$ cat src/rtl/mux_arbiter.sv
`default_nettype none
// ============================================================================
// Module      : mux_arbiter
// Description : Round-robin arbiter for two valid/ready sources feeding a
//               one-word output register; sel drives a downstream 2:1 mux.
// Revision    : 1.0 - initial release
// ============================================================================
module mux_arbiter #(
    parameter int WIDTH = 1
) (
    input  logic             clk,
    input  logic             rst,
    input  logic [WIDTH-1:0] a_data,
    input  logic             a_valid,
    output logic             a_ready,
    input  logic [WIDTH-1:0] b_data,
    input  logic             b_valid,
    output logic             b_ready,
    output logic             sel,
    output logic [WIDTH-1:0] out_data,
    output logic             out_valid,
    input  logic             out_ready
);

    typedef enum logic [0:0] {
        EMPTY = 1'b0,
        FULL  = 1'b1
    } state_t;

    state_t           r_state;
    logic [WIDTH-1:0] r_out_data;
    logic             r_last_grant;   // 0 = A was granted last, 1 = B

    logic w_load_en;
    logic w_grant_a;
    logic w_grant_b;

    // The register can accept a new word when empty or when it drains this cycle.
    assign w_load_en = !rst && ((r_state == EMPTY) || out_ready);

    // On a tie the source that did not win last time is granted.
    assign w_grant_a = w_load_en && a_valid && (!b_valid ||  r_last_grant);
    assign w_grant_b = w_load_en && b_valid && (!a_valid || !r_last_grant);

    assign a_ready = w_grant_a;
    assign b_ready = w_grant_b;

    always_comb begin
        sel = r_last_grant;
        if (rst) begin
            sel = 1'b1;
        end else if (w_grant_b) begin
            sel = 1'b1;
        end else if (w_grant_a) begin
            sel = 1'b0;
        end
    end

    always_ff @(posedge clk) begin
        if (rst) begin
            r_state      <= EMPTY;
            r_out_data   <= '0;
            r_last_grant <= 1'b1;
        end else begin
            case (r_state)
                EMPTY: begin
                    if (w_grant_a || w_grant_b) begin
                        r_state      <= FULL;
                        r_out_data   <= w_grant_b ? b_data : a_data;
                        r_last_grant <= w_grant_b;
                    end
                end
                FULL: begin
                    if (w_grant_a || w_grant_b) begin
                        r_state      <= FULL;
                        r_out_data   <= w_grant_b ? b_data : a_data;
                        r_last_grant <= w_grant_b;
                    end else if (out_ready) begin
                        r_state      <= EMPTY;
                    end
                end
                default: begin
                    r_state <= EMPTY;
                end
            endcase
        end
    end

    assign out_data  = r_out_data;
    assign out_valid = (r_state == FULL);

endmodule
`default_nettype wire

$ cat config.mk
export PLATFORM = sky130hd
export DESIGN_NAME = mux_arbiter
export DESIGN_NICKNAME = d
export VERILOG_FILES = /design/src/rtl/mux_arbiter.sv
export SDC_FILE = /design/constraint.sdc
export NUM_CORES = 1
export LEC_CHECK = 0
export ABC_AREA = 1
export CORE_AREA = 2 2 39 41
export CTS_CLUSTER_SIZE = 10
export DETAILED_ROUTE_END_ITERATION = 16
export DIE_AREA = 0 0 41 43
export SLEW_MARGIN = 20
export SYNTH_ARGS = -nofsm -noshare
export SYNTH_HDL_FRONTEND = slang
export SYNTH_SLANG_ARGS = --single-unit
$ cat constraint.sdc
create_clock -name clk -period 1.8 [get_ports clk]
set_clock_uncertainty 0.2 [all_clocks]
set_input_delay 0.36 -clock clk [delete_from_list [all_inputs] [get_ports clk]]
set_output_delay 0.36 -clock clk [all_outputs]
set_load 0.03 [all_outputs]
==> results by group <==
Run status
  – Outcome: complete, no violations

Power
  – Int Pwr: 0.1980 mW
  – Clock power frac: 42.6%
  – PwrDens: 691.7 nW/µm²
  – Worst VDD drop: 188.2 µV
  – Leakage: 0.2353 nW
  – Net Switching: 0.09017 mW
  – Sequential Power Share: 26.5%
  – Final Total Pwr: 0.2882 mW
  – Comb pwr share: 30.9%
  – Sw Ratio: 31.29%

Critical path
  – Crit-path cells: dlygate4sd2_1 > inv_2 > nand2_4 > nand2_2 > nor2_2 > o211ai_1 > buf_4
  – Required time worst endpoint: 1.24 ns
  – Bufs and invs on worst path: 3
  – Crit path launch type: input pin
  – Critical path capture point type: primary output
  – Crit-path max FO: 3
  – Crit Path Category: input pin to primary output
  – Critical Path Max Stage Delay: 0.24 ns
  – Crit path max-delay cell type: dlygate4sd2_1
  – CP arrival: 1.21 ns
  – CP top delay family: buffers and inverters

Floorplanning
  – Die height: 43 µm
  – Chip width: 41 µm
  – Core area: 1384 µm²
  – Boundary pin count: 12
  – Initial core utilization: 15.10%
  – Row count: 14
  – Die ar.: 1763 µm²

Place
  – GP Congestion: 0.7157
  – Placed Area: 380.4 µm²
  – Port buffer count: 11
  – Dpl hpwl: 489.3 µm

Synth
  – Mean Syn Cell Area: 6.740 µm²
  – Synth unique cells: 14
  – Cell area after synthesis: 209.0 µm²
  – Synthesized instance count: 31
  – FF+latch count, synth: 3
  – Register area share after synthesis: 28.74%
  – Post-Syn Nets: 38
  – Synth warn: 0

GRT
  – Number of global-route vias before repair: 245
  – Initial antenna violation count: 0
  – GRT Overall Usage: 7.908%
  – Gr ovfl total: 0
  – Largest net degree at the start of global routing: 5
  – First-pass GRT wire length: 917 µm

Clocking
  – Htree depth: 1
  – Clk root buf: clkbuf_4
  – Cts bufs inserted: 3
  – Clk_lat worst skew: 0.24 ns
  – Clock buffer depth: 2
  – Sink Count: 3
  – Worst-path clk slew: 0.04 ns
  – CTS tree: done

Timing
  – Fin. Hold Viols: 0
  – Final Cycle Share: 98.21%
  – Final Max Slew Viols: 0
  – Slew at the pin closest to its max-slew limit: 0.3133 ns
  – RSZ-0062 raised after global routing: true
  – Slew HR: 79.08%
  – Worst hold margin: 0.2367 ns
  – Fmax: 565.7 MHz
  – Final setup violation count: 0
  – Final Critical Period: 1.768 ns

Job
  – Max cap viols: 0

Detailed routing
  – Post-Route WL: 604 µm
  – DR iter-0 viols: 1
  – DRC: 0
  – DR WL/cell: 8.754 µm
  – Via Count: 272
  – Final ANT Viol Nets: 0
  – Pre-antenna DRT Iters: 2
  – Post-DR vias/cell: 3.942

Cells and area
  – Area Growth Syn to Fin: 99.40%
  – Fill cell count: 152
  – Layout cell share with drive strength beyond 1: 41.51%
  – # diodes: 0
  – Final net count: 61
  – Most frequent cells in the layout: buf_4, nand2_1, dlygate4sd2_1
  – Commonest non-fill, non-tap cell in the layout: buf_4
  – Final core occ: 30.11%
  – Post-route cell area: 416.7 µm²

Min path
  – Min-Delay Path Class: input pin to flop
==> flip-flops by register name, summed over array words and instances, names as in the netlist <==
name,cells
out_data,1
r_last_grant,1
out_valid,1
==> per-layer routing <==
layer / GRT usage [%] / up-vias / wire, µm
li1: - / 147 / -
met1: 9.236 / 113 / 255
met2: 10.63 / 10 / 281
met3: 3.665 / 2 / 56
met4: 6.000 / 0 / 10
met5: 0 / - / 0
==> worst reg2reg max path, delay by kind of cell, from the launching register on <==
kind	cells	cell delay (ns)
DFF	1	0.34
and+or+nand+nor	5	0.31
buffers and inverters	2	0.20
AOI/OAI and AO/OA	1	0.12
==> power groups by stage <==
| stage | Combinational (mW) | Clock (mW) | Sequential (mW) |
|---|---|---|---|
| finish | 0.0892 | 0.123 | 0.0763 |
| global route | 0.0966 | 0.133 | 0.0770 |
| CTS | 0.0883 | 0.128 | 0.0765 |
| detailed placement | 0.0912 | 0 | 0.0767 |
| global placement | 0.0906 | 0 | 0.0766 |
| floorplan | 0.0375 | 0 | 0.0845 |
==> cells in the mapped netlist <==
cell / count / area [µm²]
a21oi_1: 2 / 10.01
dfxtp_1: 3 / 60.06
o211ai_1: 2 / 15.01
inv_1: 5 / 18.77
nand3b_1: 1 / 7.510
a21boi_1: 1 / 7.510
nand4_2: 1 / 12.51
clkinv_2: 1 / 5.000
o21bai_1: 1 / 7.510
nand2_2: 3 / 18.77
a31oi_1: 1 / 6.260
nand2_1: 6 / 22.52
nor2_1: 3 / 11.26
nor2_2: 1 / 6.260
==> final cells by class <==
class | count | area, µm² | area share, %
clock buffers | 4 | 26.28 | 6.306
inverters | 6 | 23.77 | 5.706
multi-input cells | 22 | 130.1 | 31.23
flip-flops and latches | 3 | 63.81 | 15.32
well taps | 16 | 20.02 | 4.805
repair buffers | 18 | 152.6 | 36.64
==> what timing repair did <==
action,4_1_cts,5_1_grt
buffers inserted,0,1
gates resized for setup,8,2
hold buffers,0,0
cloned,0,0
pin swaps,4,0
setup endpoints to repair,4,3
==> path summary, 6_finish.rpt <==
| check | slack (ns) | endpoint | from | cells past startpoint |
|---|---|---|---|---|
| hold / removal | 0.24 | out_valid$_SDFF_PP0_ | rst | 2 |
| setup / recovery | 0.03 | sel | out_ready | 7 |
| hold reg to reg | 0.34 | out_valid$_SDFF_PP0_ | out_valid$_SDFF_PP0_ | 2 |
| setup reg to reg | 0.52 | out_data$_SDFFE_PP0P_ | r_last_grant$_SDFFE_PP1P_ | 8 |
==> stage by stage <==
step	setup WS [ns]	cells	TNS, ns
floorplan	0.01150	31	0
global placement	-0.2561	64	-0.5499
detailed placement	-0.2644	64	-0.5289
CTS	0.01064	68	0
global route	-0.01747	69	-0.02587
finish	0.03230	69	0
==> cell families (layout without fill, tap and decap cells) <==
kind of cell	after synthesis	in the layout	share of synthesized area [%]
and+or+nand+nor	15	15	37.73
AOI/OAI and AO/OA	7	7	22.16
buffers and inverters	6	28	11.38
DFF	3	3	28.74
(Power assumes the default switching activity.)
